`config.mk`:
```
export PLATFORM = sky130hd
export DESIGN_NAME = mem_arbiter
export DESIGN_NICKNAME = d
export VERILOG_FILES = /design/src/rtl/mem_arbiter.sv
export SDC_FILE = /design/constraint.sdc
export NUM_CORES = 1
export LEC_CHECK = 0
export BUFFER_PORTS_ARGS = -buffer_cell sky130_fd_sc_hd__clkbuf_2
export CAP_MARGIN = 20
export CORE_AREA = 2 2 118 120
export CTS_CLUSTER_DIAMETER = 50
export DETAILED_ROUTE_END_ITERATION = 8
export DIE_AREA = 0 0 120 122
export SLEW_MARGIN = 20
export SYNTH_ARGS = -nofsm -noshare
export SYNTH_HDL_FRONTEND = slang
export SYNTH_SLANG_ARGS = --single-unit
```
`constraint.sdc`:
```
create_clock -name CLK -period 2 [get_ports CLK]
set_clock_uncertainty 0.15 [all_clocks]
set_input_delay 0.4 -clock CLK [delete_from_list [all_inputs] [get_ports CLK]]
set_output_delay 0.4 -clock CLK [all_outputs]
set_load 0.01 [all_outputs]
```
`src/rtl/mem_arbiter.sv`:
```
// Single-port RAM arbiter between instruction fetch and data ports.
// Data has priority, with a bounded streak so a pending fetch is never starved.
module mem_arbiter #(
    parameter int unsigned MAX_DSTREAK = 4,
    parameter logic [31:0] ERR_WORD    = 32'hBAD1BAD1
) (
    input  logic        CLK,
    input  logic        nRST,
    input  logic        iREN,
    input  logic [31:0] iaddr,
    output logic [31:0] iload,
    output logic        iwait,
    input  logic        dREN,
    input  logic        dWEN,
    input  logic [31:0] daddr,
    input  logic [31:0] dstore,
    output logic [31:0] dload,
    output logic        dwait,
    input  logic        halt,
    output logic        ramREN,
    output logic        ramWEN,
    output logic [31:0] ramaddr,
    output logic [31:0] ramstore,
    input  logic [31:0] ramload,
    input  logic [1:0]  ramstate,
    output logic        halted,
    output logic        err_flag,
    output logic [15:0] icount,
    output logic [15:0] dcount
);

    typedef enum logic [1:0] {IDLE, IGRANT, DGRANT, HALTED} state_t;

    localparam logic [1:0] RAM_ACCESS = 2'd2;
    localparam logic [1:0] RAM_ERROR  = 2'd3;
    localparam logic [3:0] STREAK_MAX = 4'(MAX_DSTREAK);

    state_t      state;
    logic [3:0]  streak;
    logic        dreq;
    logic        i_live;
    logic        d_live;
    logic        resp;
    logic        i_done;
    logic        d_done;
    logic [31:0] rd_data;

    // A grant is only live while its requester still asserts; dropping it aborts.
    assign dreq    = dREN | dWEN;
    assign i_live  = (state == IGRANT) && iREN;
    assign d_live  = (state == DGRANT) && dreq;
    assign resp    = (ramstate == RAM_ACCESS) || (ramstate == RAM_ERROR);
    assign i_done  = i_live && resp;
    assign d_done  = d_live && resp;
    assign rd_data = (ramstate == RAM_ERROR) ? ERR_WORD : ramload;
    assign halted  = (state == HALTED);

    always_comb begin
        // NOTE: every output gets a default first so no path can infer a latch.
        ramREN   = 1'b0;
        ramWEN   = 1'b0;
        ramaddr  = '0;
        ramstore = '0;
        iload    = '0;
        dload    = '0;
        iwait    = iREN && !i_done;
        dwait    = dreq && !d_done;
        if (i_live) begin
            ramREN  = 1'b1;
            ramaddr = iaddr;
            if (resp) iload = rd_data;
        end
        if (d_live) begin
            ramREN   = !dWEN;
            ramWEN   = dWEN;
            ramaddr  = daddr;
            ramstore = dstore;
            if (resp) dload = rd_data;
        end
        if (state == HALTED) begin
            iwait = 1'b1;
            dwait = 1'b1;
        end
    end

    // NOTE: sequential state uses non-blocking assignments only, so every
    // register samples pre-edge values regardless of statement order.
    always_ff @(posedge CLK or negedge nRST) begin
        if (!nRST) begin
            state    <= IDLE;
            streak   <= '0;
            icount   <= '0;
            dcount   <= '0;
            err_flag <= 1'b0;
        end else begin
            if (!iREN || i_done)
                streak <= '0;
            else if (d_done && streak != 4'hF)
                streak <= streak + 4'd1;

            if (i_done) icount <= icount + 16'd1;
            if (d_done) dcount <= dcount + 16'd1;
            if ((i_done || d_done) && ramstate == RAM_ERROR) err_flag <= 1'b1;

            case (state)
                IDLE: begin
                    if (halt)
                        state <= HALTED;
                    else if (dreq && !(iREN && streak >= STREAK_MAX))
                        state <= DGRANT;
                    else if (iREN)
                        state <= IGRANT;
                end
                IGRANT: begin
                    if (!iREN)
                        state <= IDLE;
                    else if (i_done)
                        state <= halt ? HALTED : IDLE;
                end
                DGRANT: begin
                    if (!dreq)
                        state <= IDLE;
                    else if (d_done)
                        state <= halt ? HALTED : IDLE;
                end
                default: state <= HALTED;
            endcase
        end
    end

endmodule
```
==> results of run 1 <==
## through the flow
step	TNS, ps	std cells
floorplan	0	368
global placement	0	844
detailed placement	-7.74	844
CTS	-10250	868
global route	-20540	875
finish	-13080	875
## worst max path at each step
stage | start | endpoint | slack [ps]
2_1_floorplan | state[1] | iload[13] | 130
3_3_place_gp | dREN | ramstore[12] | 7
3_5_place_dp | dREN | ramstore[19] | -8
4_1_cts | state[0] | ramstore[12] | -130
5_1_grt | state[1] | ramaddr[8] | -200
6_report | state[0] | ramaddr[31] | -140
## area by class of cell
| class | instances | area (sq um) |
|---|---|---|
| fill | 1288 | 7550 |
| timing repair buffer | 344 | 2360 |
| multi-input combinational | 300 | 2240 |
| sequential | 39 | 978 |
| tap | 180 | 225 |
| clock buffer | 6 | 129 |
| inverter | 4 | 15.0 |
| clock inverter | 2 | 12.5 |
## routing by layer
| metal | track usage | part of all wire | vias up |
|---|---|---|---|
| met3 | 0.0398 | 0.079 | 15 |
| met4 | 0.0279 | 0.013 | 0 |
| met1 | 0.182 | 0.38 | 1911 |
| li1 | - | - | 1931 |
| met2 | 0.311 | 0.53 | 188 |
| met5 | 0 | 0 | - |
## power groups by stage
stage          Sequential [uW]  Combinational, uW  Clock, uW
2_1_floorplan             1040               1420          0
3_3_place_gp              1070               2520          0
3_5_place_dp              1070               2520          0
4_1_cts                   1060               3060        810
5_1_grt                   1080               3680        830
6_report                  1060               3440        788
## cell usage after synthesis (2+ instances only)
master | number | share of area
sky130_fd_sc_hd__buf_2 | 10 | 0.017
sky130_fd_sc_hd__a22o_1 | 33 | 0.099
sky130_fd_sc_hd__dfrtp_1 | 39 | 0.33
sky130_fd_sc_hd__and2_1 | 4 | 0.0086
sky130_fd_sc_hd__nor4_1 | 2 | 0.0043
sky130_fd_sc_hd__nor2_2 | 2 | 0.0043
sky130_fd_sc_hd__and4_1 | 2 | 0.0060
sky130_fd_sc_hd__o21ai_1 | 2 | 0.0034
sky130_fd_sc_hd__nand2_1 | 36 | 0.046
sky130_fd_sc_hd__buf_4 | 5 | 0.013
sky130_fd_sc_hd__nor2_1 | 91 | 0.12
sky130_fd_sc_hd__and3_1 | 35 | 0.075
sky130_fd_sc_hd__nand3_1 | 9 | 0.015
sky130_fd_sc_hd__mux2_2 | 2 | 0.0077
sky130_fd_sc_hd__a21oi_1 | 3 | 0.0051
sky130_fd_sc_hd__nor3_1 | 6 | 0.010
sky130_fd_sc_hd__xor2_1 | 6 | 0.018
sky130_fd_sc_hd__inv_1 | 4 | 0.0051
sky130_fd_sc_hd__clkbuf_1 | 10 | 0.013
sky130_fd_sc_hd__o21ai_0 | 4 | 0.0069
sky130_fd_sc_hd__nand4_1 | 15 | 0.032
sky130_fd_sc_hd__ha_1 | 3 | 0.013
sky130_fd_sc_hd__xnor2_1 | 25 | 0.075
## timing repair
action | in CTS | in global routing
resized for setup | 64 | 214
hold endpoints to repair | 15 | 0
pin swaps | 16 | 5
hold buffers | 1 | 0
gates cloned | 6 | 5
endpoints found under the setup margin | 120 | 141
setup buffers | 9 | 3
## state kept, by name (all words and copies together), names as in the netlist
signal	flops
err_flag	1
state	2
dcount	16
icount	16
streak	4
## cell families (layout without fill, tap and decap cells)
kind of cell    after synthesis  after routing
simple gates                213            216
compound gates               47             47
flops                        39             39
buf+inv                      32            356
xor+xnor                     31             31
fa+ha+maj                     3              3
mux                           3              3
==> reports/qor.tcl, run 1 <==
set qor(timing.final.max_slew_violations) 0
set qor(synth_enable_flop_cells) 0
set qor(cp.arrival_ps) 1590
set qor(postSynthRegisterBits) 39
set qor(timing.max_slew.rel_slack) 0.719
set qor(dominantRegCellSynth) {sky130_fd_sc_hd__dfrtp_1}
set qor(tritoncts) {built}
set qor(cp.buffers_inverters) 2
set qor(design.final.nets) 833
set qor(r2r_slack_ps) 90
set qor(p_leak_uw) 0.00313
set qor(drt-pass1-iter-count) 6
set qor(timing.rr.end) {state[1]}
set qor(synth-seq-area-share) 0.334
set qor(dr.first_iter.drc_count) 115
set qor(hold_viol) 0
set qor(final_common_cell) {sky130_fd_sc_hd__clkbuf_2}
set qor(antennaDiodeCount) 0
set qor(ff2ff_path_depth) 9
set qor(clk_path_buf_depth) 2
set qor(grt_setup_unrepaired) {yes}
set qor(place_congestion) 0.810
set qor(p_comb_frac) 0.651
set qor(crit_path_end_kind) {primary output}
set qor(area_growth_syn_to_layout_pct) 104
set qor(power.share.sequential) 0.201
set qor(p_total_uw) 5290
set qor(p_sw_frac) 0.420
set qor(syn-mean-instance-area_sq_um) 7.94
set qor(maxClockFrequency_mhz) 468
set qor(final_antenna_net_count) 0
set qor(routed_via_count_divided_by_cell_count) 4.62
set qor(asyncSetResetFlopFracSynth) 1.00
set qor(final_period_minus_worst_setup_slack_ps) 2140
set qor(drt_wl_total_mm) 13.7
set qor(crit_path_class) {flop to primary output}
set qor(vdd_drop_max_mv) 0.341
set qor(worstReg2RegStart) {state[0]}
set qor(setup_viol) 131
set qor(chipHeight_microns) 122
set qor(min-delay-path-class) {input port to flop}
set qor(yosys.area_share.adder) 0.0128
set qor(finalHoldWorstSlack_ps) 265
set qor(synth_area_sq_mm) 0.00292
set qor(synth_simple_gate_area_frac) 0.367
set qor(fin_util) 0.441
set qor(grt_use_total) 0.162
set qor(failed_checks) {setup timing}
set qor(critical_path.max_fanout) 8
set qor(cts_root_buffer) {sky130_fd_sc_hd__clkbuf_16}
set qor(min_from) {ramstate[0]}
set qor(data_required_time_of_the_worst_path_ps) 1450
set qor(drc_errors) 0
set qor(hpwlAfterDp_mm) 9.62
set qor(p_int_uw) 3070
set qor(synth.distinct_cells) 43
set qor(worst_hold_path.endpoint) {err_flag}
set qor(crit_chain) {nor2b_4, and2_4, clkbuf_16, a22o_4, buf_6}
set qor(synth_top_family_by_area) {simple AND/OR/NAND/NOR gates}
set qor(yosys-mux-area-fraction) 0.0111
set qor(row_count) 43
set qor(grt_remaining_overflow) 0
set qor(synth-xor-area-share) 0.0929
set qor(power.share.clock) 0.149
set qor(p_sw_uw) 2220
set qor(final_min_period_over_clock_period) 1.07
set qor(critical-path-top-delay-family) {flip-flops}
set qor(grt_pass1_wl_mm) 18.8
set qor(layout-drive-gt1-share) 0.624
set qor(die-width_microns) 120
set qor(min_delay_path_depth) 2
set qor(final_design_area_no_fill_sq_mm) 0.00596
set qor(core-area_sq_mm) 0.0135
set qor(share_of_the_synthesized_area_in_compound_gates_ao_oa_aoi_oai) 0.128
set qor(max_stage_delay_ps) 440
set qor(io_pins) 302
set qor(dieArea_sq_mm) 0.0146
set qor(post_synthesis_net_count) 507
set qor(cap_viol_max_count) 0
set qor(synth_warnings) 0
set qor(floorplan.initialDensity) 0.216
set qor(final_cell_mix) {sky130_fd_sc_hd__clkbuf_2 (195), sky130_fd_sc_hd__buf_2 (65), sky130_fd_sc_hd__buf_6 (49)}
set qor(slowest_stage) {sky130_fd_sc_hd__dfrtp_2}
set qor(clk_pin_slew_worst_paths_ps) 60
set qor(routed-via-count) 4045
set qor(cts_buffers) 5
set qor(avgRoutedWirePerCell_microns) 15.6
set qor(clock_latency_ps) 280
set qor(cts.htree.levels) 2
set qor(placed_area_sq_mm) 0.00474
set qor(synthCells) 368
set qor(timing_worst_slew_pin_value_ps) 421
set qor(buffer_ports.inserted) 301
set qor(p_per_area_mw_per_mm2) 888
set qor(grt_start_max_net_pins) 34
set qor(status) {finished with violations}
set qor(cts_num_sinks) 39
set qor(critPathLaunchType) {flop}
set qor(finalWorstSetupSlack_ps) -137
set qor(grt_antenna_before_repair) 0
set qor(path_depth) 5
set qor(first_global_vias) 3676
set qor(placement.setup.worst_slack_ps) -7.74
Note: power is estimated with default switching activity, not from simulation.
==> run 2, diff against run 1 <==
Settings changed: ABC_AREA set to 1, CORE_AREA 2 2 118 120 to 2 2 116 118, DIE_AREA 0 0 120 122 to 0 0 118 120.
==> run 2 against run 1 <==
Net effect:
- the run still ends with setup timing left
- maximum frequency increased by 1.5%
- area after synthesis increased by 15%
- clock power increased by 19%
- combinational power decreased by 13%
- synthesized cell count increased by 41%
- critical path depth increased by 1
- core utilization increased by 0.33 points
- flip-flop and latch count unchanged
- setup slack improved by 32 ps
- routed wire length increased by 7.5%
- non-clock buffer count decreased by 5
- die area decreased by 3.3%
- critical endpoint is now iload[27]
==> reports/qor.tcl, run 2 <==
set qor(final_antenna_net_count) 0
set qor(chipHeight_microns) 120
set qor(fin_util) 0.444
set qor(postSynthRegisterBits) 39
set qor(status) {finished with violations}
set qor(synth-xor-area-share) 0.0493
set qor(crit_chain) {buf_4, nand2_1, nor2_4, nand2_4, a21oi_1, clkbuf_2}
set qor(data_required_time_of_the_worst_path_ps) 1450
set qor(netlist.area_leader.share) 0.291
set qor(synth.distinct_cells) 28
set qor(synth_top_area_cell) {sky130_fd_sc_hd__dfrtp_1}
set qor(max_stage_delay_ps) 380
set qor(yosys.cell_count.top_type) {sky130_fd_sc_hd__nand2_1}
set qor(fillerInstances) 1404
set qor(synthCells) 518
set qor(avgRoutedWirePerCell_microns) 14.5
set qor(power.share.clock) 0.187
set qor(dieArea_sq_mm) 0.0142
set qor(clock_latency_ps) 280
set qor(area_growth_syn_to_layout_pct) 72.1
set qor(power.share.sequential) 0.217
set qor(min-delay-path-class) {input port to async pin}
set qor(synth-seq-area-share) 0.291
set qor(asyncSetResetFlopFracSynth) 1.00
set qor(tritoncts) {built}
set qor(p_sw_uw) 2180
set qor(vdd_drop_max_mv) 0.318
set qor(cts_num_sinks) 39
set qor(yosys-mux-area-fraction) 0
set qor(cp.arrival_ps) 1560
set qor(multiInputGateArea_sq_mm) 0.00210
set qor(finalHoldWorstSlack_ps) 12.6
set qor(layout-drive-gt1-share) 0.489
set qor(finalWorstSetupSlack_ps) -105
set qor(crit_path_end_kind) {primary output}
set qor(drc_errors) 0
set qor(timing.max_slew.rel_slack) 0.649
set qor(p_per_area_mw_per_mm2) 870
set qor(first_global_vias) 4089
set qor(setup_viol) 103
set qor(critical_path.max_fanout) 19
set qor(slowest_stage) {sky130_fd_sc_hd__dfrtp_1}
set qor(register_area_sq_um) 976
set qor(p_int_uw) 2840
set qor(placed_area_sq_mm) 0.00519
set qor(die-width_microns) 118
set qor(hold_viol) 0
set qor(clk_path_buf_depth) 2
set qor(routed-via-count) 4665
set qor(p_sw_frac) 0.435
set qor(synth_warnings) 0
set qor(final_cell_mix) {sky130_fd_sc_hd__clkbuf_2 (234), sky130_fd_sc_hd__nand2_1 (105), sky130_fd_sc_hd__inv_1 (95)}
set qor(buffer_ports.inserted) 301
set qor(floorplan.initialDensity) 0.258
set qor(synth_enable_flop_cells) 0
set qor(yosys.area_share.adder) 0.0112
set qor(routed_via_count_divided_by_cell_count) 4.59
set qor(cts_buffers) 5
set qor(final_design_area_no_fill_sq_mm) 0.00577
set qor(largest_registers) {dcount: 16 flops, icount: 16 flops, streak: 4 flops}
set qor(drt-pass1-iter-count) 5
set qor(synth_simple_gate_area_frac) 0.330
set qor(grt_pass1_wl_mm) 21.8
set qor(share_of_the_synthesized_area_in_compound_gates_ao_oa_aoi_oai) 0.170
set qor(row_count) 42
set qor(synth_area_sq_mm) 0.00335
set qor(p_leak_uw) 0.00342
set qor(grt_start_max_net_pins) 40
set qor(clk_pin_slew_worst_paths_ps) 60
set qor(failed_checks) {setup timing}
set qor(dominantRegCellSynth) {sky130_fd_sc_hd__dfrtp_1}
set qor(core-area_sq_mm) 0.0130
set qor(place_congestion) 0.875
set qor(timing_worst_slew_pin_value_ps) 526
set qor(post_synthesis_net_count) 657
set qor(holdBufCountCts) 0
set qor(grt_remaining_overflow) 0
set qor(netlist_top_cells_count) {sky130_fd_sc_hd__nand2_1 (108), sky130_fd_sc_hd__inv_1 (97), sky130_fd_sc_hd__nor2_1 (63), sky130_fd_sc_hd__dfrtp_1 (39), sky130_fd_sc_hd__a21oi_1 (37)}
set qor(synthTopCellsByArea) {sky130_fd_sc_hd__dfrtp_1 (29%), sky130_fd_sc_hd__nand2_1 (12%), sky130_fd_sc_hd__inv_1 (11%), sky130_fd_sc_hd__a32o_1 (9.6%), sky130_fd_sc_hd__nor2_1 (7.1%)}
set qor(grt_use_total) 0.193
set qor(io_pins) 302
set qor(final_period_minus_worst_setup_slack_ps) 2110
set qor(synth_top_family_by_area) {simple AND/OR/NAND/NOR gates}
set qor(grt_setup_unrepaired) {yes}
set qor(cts_root_buffer) {sky130_fd_sc_hd__clkbuf_16}
set qor(maxClockFrequency_mhz) 475
set qor(syn-mean-instance-area_sq_um) 6.47
set qor(critPathLaunchType) {flop}
set qor(dr.first_iter.drc_count) 177
set qor(drt_wl_total_mm) 14.7
set qor(grt_antenna_before_repair) 2
set qor(cap_viol_max_count) 0
set qor(final_min_period_over_clock_period) 1.05
set qor(p_comb_frac) 0.596
set qor(timing.final.max_slew_violations) 0
set qor(hpwlAfterDp_mm) 11.7
set qor(design.final.nets) 976
set qor(cts.htree.levels) 2
set qor(final_common_cell) {sky130_fd_sc_hd__clkbuf_2}
set qor(crit_path_class) {flop to primary output}
run 2: cell count changes in the layout (fill, tap and decap cells not counted), sizes merged, moves of 13 or more:
| cell | before | now |
|---|---|---|
| nand2 | 36 | 113 |
| a22o | 33 | 0 |
| inv | 4 | 99 |
| a21oi | 3 | 37 |
| a32o | 0 | 32 |
| nor2 | 93 | 71 |
| clkbuf | 205 | 240 |
| and3 | 35 | 0 |
| xnor2 | 25 | 12 |
| nor3 | 6 | 32 |
| buf | 144 | 105 |
| nand3 | 13 | 26 |
run 2: metrics by stage:
step | power, uW | cells | setup WS (ps) | TNS, ps
5_1_grt | 5360 | 1016 | -191 | -14370
3_5_place_dp | 3720 | 993 | 18.7 | 0
4_1_cts | 4930 | 1005 | -109 | -6890
6_report | 5020 | 1016 | -105 | -5090
2_1_floorplan | 2500 | 518 | 191 | 0
3_3_place_gp | 3720 | 993 | -36.7 | -47.3
run 2: path summary, 6_finish.rpt:
kind | slack [ps] | endpoint | depth (start not counted) | from
worst min-delay path | 10 | icount[10] | 2 | nRST
worst min register to register | 340 | err_flag | 1 | err_flag
worst max-delay path | -110 | iload[27] | 6 | state[0]
min in group CLK | 240 | err_flag | 2 | ramstate[0]
worst max register to register | 140 | streak[2] | 10 | state[1]
max in group asynchronous | 1310 | dcount[2] | 2 | nRST
run 2: routing by layer:
metal  wire length, microns  part of all wire  GRT usage
met5                      0                 0          0
met4                    371             0.025     0.0678
met3                    983             0.067     0.0433
met2                   7550              0.51      0.339
met1                   5800              0.39      0.231
run 2: power groups by stage:
stage | combinational [uW] | sequential [uW] | clock (uW)
after floorplan | 1380 | 1120 | 0
after global placement | 2610 | 1110 | 0
after detailed placement | 2620 | 1110 | 0
after CTS | 2870 | 1090 | 973
after global routing | 3230 | 1120 | 1020
final | 2990 | 1090 | 940
run 2: kinds of logic (layout without fill, tap and decap cells):
| kind of cell | Yosys count | count (layout) |
|---|---|---|
| simple gates | 250 | 250 |
| buf+inv | 127 | 447 |
| compound gates | 81 | 81 |
| flops | 39 | 39 |
| xor+xnor | 18 | 18 |
| fa+ha+maj | 3 | 3 |
| other cells | 0 | 2 |
run 2: worst max-delay path, delay by kind of cell (launching register included):
family                 cells  cell delay [ps]
DFF                        1              380
buffers and inverters      2              300
AOI/OAI and AO/OA          1              200
and+or+nand+nor            3              390
run 2: timing repair:
| item | 4_1_cts | 5_1_grt |
|---|---|---|
| setup endpoints to repair | 117 | 121 |
| setup buffers | 3 | 9 |
| pin swaps | 3 | 2 |
| gates cloned | 1 | 0 |
| gates resized for setup | 50 | 88 |
run 2: final cells by class:
type	count	area share
multi-input cells	352	0.364
repair buffers	339	0.332
flip-flops and latches	39	0.169
inverters	100	0.0657
well taps	176	0.0382
clock buffers	6	0.0241
clock inverters	2	0.00607
diodes	2	0.000868
